[config.mk]
export PLATFORM = sky130hd
export DESIGN_NAME = instr_sequencer
export DESIGN_NICKNAME = d
export VERILOG_FILES = /design/src/rtl/instr_sequencer.sv
export SDC_FILE = /design/constraint.sdc
export NUM_CORES = 1
export LEC_CHECK = 0
export BUFFER_PORTS_ARGS = -buffer_cell sky130_fd_sc_hd__buf_2
export CAP_MARGIN = 30
export CORE_ASPECT_RATIO = 1.4
export CORE_MARGIN = 3
export CORE_UTILIZATION = 38
export CTS_BUF_LIST = sky130_fd_sc_hd__clkbuf_4
export DETAILED_ROUTE_END_ITERATION = 7
export HOLD_SLACK_MARGIN = 0.03
export PLACE_DENSITY = 0.62
export SYNTH_ARGS = -nofsm -noshare
export SYNTH_HDL_FRONTEND = slang
export SYNTH_SLANG_ARGS = --single-unit
[constraint.sdc]
create_clock -name clk -period 2.9 [get_ports clk]
set_input_delay 0.58 -clock clk [delete_from_list [all_inputs] [get_ports clk]]
set_output_delay 0.58 -clock clk [all_outputs]
set_load 0.01 [all_outputs]
[src/rtl/instr_sequencer.sv]
`timescale 1ns/1ps
// instr_sequencer: fetch/execute sequencer for the 16-bit core.
// Fetches each instruction as two bytes over the shared 8-bit memory bus.
// Holds it in ir for the decoder, then sequences the optional phases:
// extension-word fetch, data transfers, execute strobe and PC update.
// This block is the sole master of the memory bus.
//
// Bus handshake: mem_req acts as valid and mem_ack as ready. A byte moves on
// the rising edge where mem_req && mem_ack. While mem_req is high and mem_ack
// is low, mem_req, mem_addr and mem_we hold their values. mem_ack may be
// high in the same cycle that mem_req first rises (zero-wait memory).
module instr_sequencer #(
  parameter logic [15:0] RESET_PC            = 16'h0000,
  parameter int          MEM_BYTES           = 1,
  parameter int          STACK_BYTES         = 2,
  // Decoder operator_group encodings; these must match the decoder's table.
  parameter logic [3:0]  GROUP_SPECIAL_LONG  = 4'hC,
  parameter logic [3:0]  GROUP_WRRMATH_MEM   = 4'hA,
  parameter logic [3:0]  GROUP_WRSMATH_STACK = 4'hB
) (
  input  logic        clk,
  input  logic        reset,
  output logic        mem_req,
  input  logic        mem_ack,
  output logic [15:0] mem_addr,
  output logic        mem_we,
  input  logic [7:0]  mem_rdata,
  output logic [15:0] ir,
  output logic [15:0] ext_word,
  input  logic [3:0]  operator_group,
  output logic [15:0] pc,
  input  logic [15:0] data_addr,
  input  logic        data_we,
  output logic [1:0]  data_idx,
  output logic        data_strobe,
  output logic        exec_en,
  input  logic        pc_load,
  input  logic [15:0] pc_value,
  input  logic        halt,
  output logic [2:0]  state_dbg
);

  typedef enum logic [2:0] {
    S_FETCH_LO = 3'd0,
    S_FETCH_HI = 3'd1,
    S_DECODE   = 3'd2,
    S_EXT_LO   = 3'd3,
    S_EXT_HI   = 3'd4,
    S_DATA     = 3'd5,
    S_EXEC     = 3'd6,
    S_HALT     = 3'd7
  } state_t;

  // Index of the final byte of each data phase.
  localparam logic [1:0] MEM_LAST   = 2'(MEM_BYTES - 1);
  localparam logic [1:0] STACK_LAST = 2'(STACK_BYTES - 1);

  state_t     state;
  logic       data_stack;  // current data phase is a stack transfer
  logic       bus_state;
  logic [1:0] data_last;

  assign state_dbg = state;
  assign data_last = data_stack ? STACK_LAST : MEM_LAST;

  // Bus and strobe outputs decode directly from the state register.
  // Reset gates them so the bus drops immediately on an asynchronous reset.
  always_comb begin
    bus_state   = (state == S_FETCH_LO) || (state == S_FETCH_HI) ||
                  (state == S_EXT_LO)   || (state == S_EXT_HI)   ||
                  (state == S_DATA);
    mem_req     = !reset && bus_state;
    mem_addr    = (state == S_DATA) ? (data_addr + {14'd0, data_idx}) : pc;
    mem_we      = !reset && (state == S_DATA) && data_we;
    data_strobe = !reset && (state == S_DATA) && mem_ack;
    exec_en     = !reset && (state == S_EXEC);
  end

  // Sequencer FSM with pc, ir, ext_word and data index registers.
  always_ff @(posedge clk or posedge reset) begin
    if (reset) begin
      state      <= S_FETCH_LO;
      pc         <= RESET_PC;
      ir         <= 16'h0000;
      ext_word   <= 16'h0000;
      data_idx   <= 2'd0;
      data_stack <= 1'b0;
    end else begin
      case (state)
        S_FETCH_LO: begin
          if (mem_ack) begin
            ir[7:0] <= mem_rdata;
            pc      <= pc + 16'd1;
            state   <= S_FETCH_HI;
          end
        end
        S_FETCH_HI: begin
          if (mem_ack) begin
            ir[15:8] <= mem_rdata;
            pc       <= pc + 16'd1;
            state    <= S_DECODE;
          end
        end
        S_DECODE: begin
          // Decoder output has had a full cycle to settle on the new ir.
          if (operator_group == GROUP_SPECIAL_LONG) begin
            state <= S_EXT_LO;
          end else if (operator_group == GROUP_WRRMATH_MEM) begin
            data_stack <= 1'b0;
            state      <= S_DATA;
          end else if (operator_group == GROUP_WRSMATH_STACK) begin
            data_stack <= 1'b1;
            state      <= S_DATA;
          end else begin
            state <= S_EXEC;
          end
        end
        S_EXT_LO: begin
          if (mem_ack) begin
            ext_word[7:0] <= mem_rdata;
            pc            <= pc + 16'd1;
            state         <= S_EXT_HI;
          end
        end
        S_EXT_HI: begin
          if (mem_ack) begin
            ext_word[15:8] <= mem_rdata;
            pc             <= pc + 16'd1;
            state          <= S_EXEC;
          end
        end
        S_DATA: begin
          if (mem_ack) begin
            if (data_idx == data_last) begin
              data_idx <= 2'd0;
              state    <= S_EXEC;
            end else begin
              data_idx <= data_idx + 2'd1;
            end
          end
        end
        S_EXEC: begin
          // A taken branch replaces the already-incremented pc.
          if (pc_load) begin
            pc <= pc_value;
          end
          state <= halt ? S_HALT : S_FETCH_LO;
        end
        S_HALT: begin
          if (!halt) begin
            state <= S_FETCH_LO;
          end
        end
        default: state <= S_FETCH_LO;
      endcase
    end
  end

endmodule

Word level (Yosys, flattened, before mapping)
Index checks and enable logic that the tools add are counted.

Bits in registers: 54. Bits in latches: 0. Memory bits (writable): 0. Bits in read-only memories: 0. Word-level logic and storage cells: 74. Memories: 0.

$add $sub $neg: 3. Multiply operators: 0. Div/mod/pow operators: 0. Magnitude comparators: 0. Eq/ne operators: 20. Shift-type cells: 0. Mux-type cells: 20. Bitwise operators: 1. Reductions and logical operators: 22.

Operator list (number): two-way mux 16 bit (3); case mux 16 bit (2 select lines) (1); two-way mux 3 bit (9); case mux 3 bit (8 select lines) (1); adder 16 x 1 -> 16 bit, second input constant (1); adder 16 x 2 -> 16 bit (1); != test 2 bit, second input constant (7); == test 3 bit, second input constant (4); == test 4 bit, second input constant (3); AND reduction 2 bit (5); AND reduction 7 bit (1); == test 3 x 2 -> 1 bit, second input constant (2); two-way mux 2 bit (3); AND reduction 3 bit (2); logical AND 1 bit (5); logical OR 1 bit (4); != test 2 x 1 -> 1 bit, second input constant (2); nonzero test 2 bit (2); OR reduction 4 bit (1); == test 3 x 1 -> 1 bit, second input constant (1); zero test 3 bit (1); two-way mux 1 bit (3); adder 2 x 1 -> 2 bit, second input constant (1); == test 2 x 1 -> 1 bit (1); other kinds (2) (2).

Longest topological paths before layout
Word-level depth: 6. Gate-level depth with buffers: 8. Gate-level depth less buffers: 7.

Least setup slack after synthesis
Ideal clock, no wire load.

Path kind: input-to-output. Start point: in data_addr[0]. End point: out mem_addr[12]. Data arrival time: 2126 ps. Path slack: 194 ps. Stages: 8. Buffers on the path: 1. Cells stage by stage: ha_1 -> inv_1 -> fa_1 -> and3b_1 -> clkbuf_1 -> nand4_1 -> xor2_1 -> o21ai_0.

Longest elaborated chain between the ends: 2.

RTL lines: start: declaration (RTL line 32) `input logic [15:0] data_addr,`; adder 16 x 2 -> 16 bit (RTL line 73) `mem_addr = (state == S_DATA) ? (data_addr + {14'd0, data_idx}) : pc;`; two-way mux 16 bit (RTL line 73); end: declaration (RTL line 25) `output logic [15:0] mem_addr,`.

Every way passes these cells.

Worst setup path in the final report
Start point: reg data_idx[1]. End point: out mem_addr[14].

Longest elaborated chain between the ends: 2.

RTL lines: start: declaration (RTL line 34) `output logic [1:0] data_idx,`; start signal: assignment (RTL line 138) `data_idx <= data_idx + 2'd1;`; adder 16 x 2 -> 16 bit (RTL line 73); two-way mux 16 bit (RTL line 73).

Every way passes these cells.

==> summary.txt <==
Detailed routing
  • Via count: 3009
  • Final WL: 9360 µm
  • Vias per inst: 5.42
  • Initial DRC count: 187
  • DRT antenna net count: 0
  • DRC violations left: 0
  • 1st-pass router iterations: 4
  • Routed len/inst: 16.9 µm

Clock tree
  • CTS Buf Count: 5
  • Clk buf depth: 2
  • TritonCTS clock tree: built
  • Total clock sinks: 54
  • Clock-pin slew on the worst setup and hold paths: 0.14 ns
  • Clk root buf: clkbuf_4
  • Number of H-tree levels: 2
  • Worst skew pair latency: 0.36 ns

Global routing
  • Largest net degree at the start of global routing: 55
  • First-pass GRT wire length: 15400 µm
  • Gr ovfl total: 0
  • Vias in the first global route: 3128
  • Initial antenna violation count: 0
  • GRT Util Overall: 19.9%

Worst setup path
  • FF-to-FF setup slack: 0.91 ns
  • Critical Path End Type: output port
  • Slowest stage cell, crit path: dfrtp_1
  • CP top delay family: flip-flops
  • WP data arrival: 2.16 ns
  • Setup crit start kind: flip-flop
  • Crit Path Class: reg2out
  • CP bufs+invs: 2
  • Critical Path, Cell by Cell: inv_1 > fa_2 > and3b_2 > nand4_1 > xor2_1 > o21ai_1 > buf_2
  • WP data required: 2.32 ns
  • Critical Path Fanout Max: 5
  • CP max stage delay: 0.45 ns

Final layout
  • Final #Nets: 509
  • Most frequent cells in the layout: 122 x buf_2, 53 x dfrtp_1, 34 x mux2_2
  • N_diodes: 0
  • Final non-filler cell total: 555
  • Most common cell after layout, fill and taps aside: buf_2
  • FILL cells: 788
  • P&R area growth vs syn: 24.9%
  • Design area: 3980 µm²
  • Share of cells above drive strength 1: 40.9%

Pwr
  • Psw: 1.93 mW
  • Seq pwr share: 37.0%
  • Leakage: 1.88 nW
  • Combinational share of power: 55.4%
  • Max VDD drop: 0.000546 V
  • Clk pwr share: 7.7%
  • Switching Share: 45.9%
  • P per Cell Area: 1060 nW/µm²
  • Cell-internal power: 2.28 mW

Floorplanning
  • Die width: 83.4 µm
  • Area of the die: 9540 µm²
  • Ports: 123
  • Starting Density: 40.1%
  • Die Y-Extent: 114 µm
  • Core Area: 7940 µm²
  • Std-Cell Rows: 38

Synthesis
  • Area contributors post-synth: dfrtp_1 42%, mux2_2 12%, a21oi_1 4.1%
  • Post-synth EDFFs: 0
  • Synth async-reset ratio: 100%
  • Post-Syn Nets: 390
  • Predominant post-synthesis flop cell: dfrtp_1
  • Synthesized area per cell: 9.48 µm²
  • Synth top area share: 42.4%
  • Cells after Synth: 336
  • Sequential fraction of the synthesis area: 42.4%
  • Post-Syn Area: 3190 µm²
  • Ys Warns: 0
  • Dominant cell type by area after synthesis: dfrtp_1
  • FF+latch count, synth: 54
  • Number of distinct library cells after synthesis: 51

Placement
  • Dpl cell area: 3890 µm²
  • IO Port Bufs: 122
  • Placed cell count: 546
  • GPL Wtd Cong: 0.921
  • DP HPWL: 7210 µm

Run status
  • Status: finished clean

STA
  • RSZ-0062 raised after global routing: false
  • Tcrit/Tclk final: 94.4%
  • Crit path time final: 2.74 ns
  • Final Max Tran Viols: 0
  • Setup_tns: 0 ns
  • Final Hold Fails: 0
  • Clock Skew: 0.0109 ns
  • Worst Tran Pin Value: 0.702 ns
  • Fmax: 365 MHz
  • Slew HR: 53.0%
  • Setup Viol. Count Final: 0

Flow run
  • Max-Cap Viols: 0

Hold path
  • Hold/Removal Path Class: in2async
## cells by family (layout without fill, tap and decap cells)
| kind of cell | count (synthesis) | after routing | synth area share (%) |
|---|---|---|---|
| DFF | 54 | 54 | 42.4 |
| AOI/OAI and AO/OA | 82 | 82 | 15.5 |
| and+or+nand+nor | 117 | 117 | 20.0 |
| xor gates and xnor gates | 13 | 13 | 3.57 |
| adders and majority gates | 4 | 4 | 1.81 |
| muxes | 37 | 37 | 13.0 |
| buffers and inverters | 29 | 148 | 3.81 |
## synthesized netlist by cell type, types with 3 or more instances
cell / count
a21oi_1: 26
o22ai_1: 6
a31oi_1: 3
xor2_1: 8
nor2_1: 10
nand3_1: 22
mux2_2: 34
nor4_1: 4
ha_1: 3
clkbuf_1: 14
nand3b_1: 4
and2_1: 3
xnor2_1: 5
mux2i_1: 3
or2_2: 3
buf_2: 4
and3b_1: 3
nand2_1: 33
and3_1: 6
nand2b_1: 7
nand4_1: 7
nor3_1: 3
inv_1: 9
dfrtp_1: 54
o21ai_0: 26
## final timing paths
kind | from | end | cells past startpoint
max | data_idx[1] | mem_addr[14] | 7
min | reset | data_stack | 3
max reg2reg | pc[0] | pc[12] | 5
min reg2reg | ext_word[2] | ext_word[2] | 1
max in group asynchronous | reset | data_idx[0] | 3
min in group clk | pc_value[1] | pc[1] | 3
## flip-flops by register name, summed over array words and instances (netlist names)
signal and count:
data_idx 2, pc 16, ext_word 16, data_stack 1, state_dbg 3, ir 16
## layer usage
| metal | vias to the layer above | wire length [µm] | global-route usage, % |
|---|---|---|---|
| met5 | - | 0 | 0 |
| met2 | 114 | 4740 | 35.8 |
| li1 | 1460 | - | - |
| met1 | 1418 | 3680 | 22.6 |
| met3 | 17 | 705 | 5.33 |
| met4 | 0 | 240 | 7.20 |
## what timing repair did
| action | 4_1_cts | 5_1_grt |
|---|---|---|
| pin swaps | 0 | 1 |
| setup endpoints to repair | 5 | 5 |
| gates resized for setup | 2 | 5 |
| setup buffers | 1 | 1 |
| hold buffers | 0 | 0 |
| gates cloned | 0 | 0 |
## metrics by stage
stage	utilization, %	worst slack, ns	hold slack, ns	power, mW
finish	50.1	0.163	0.417	4.22
global placement	49.1	0.0969	0.484	3.87
global route	50.1	0.000380	0.451	4.61
detailed placement	49.1	0.0667	0.488	3.91
CTS	49.8	0.0196	0.432	4.26
floorplan	-	0.194	0.526	2.96
## layout make-up
cell class | instances | area, µm² | share of cell area, %
Inverter | 9 | 33.8 | 0.849
Tap cell | 100 | 125 | 3.14
Sequential cell | 54 | 1350 | 34.0
Multi-Input combinational cell | 253 | 1730 | 43.5
Timing Repair Buffer | 132 | 686 | 17.2
Clock inverter | 2 | 13.8 | 0.346
Clock buffer | 5 | 37.5 | 0.943
## power by group through the flow
stage | Sequential, mW | Combinational [mW] | Clock (mW)
after global routing | 1.63 | 2.61 | 0.371
after CTS | 1.56 | 2.36 | 0.348
after floorplan | 1.59 | 1.37 | 0
after global placement | 1.56 | 2.31 | 0
final | 1.56 | 2.33 | 0.323
after detailed placement | 1.58 | 2.34 | 0
## tightest hold or removal path: stages
cell and delay [ns]:
buf_2 0.12, inv_2 0.05, buf_4 0.53
(Power assumes the default switching activity.)
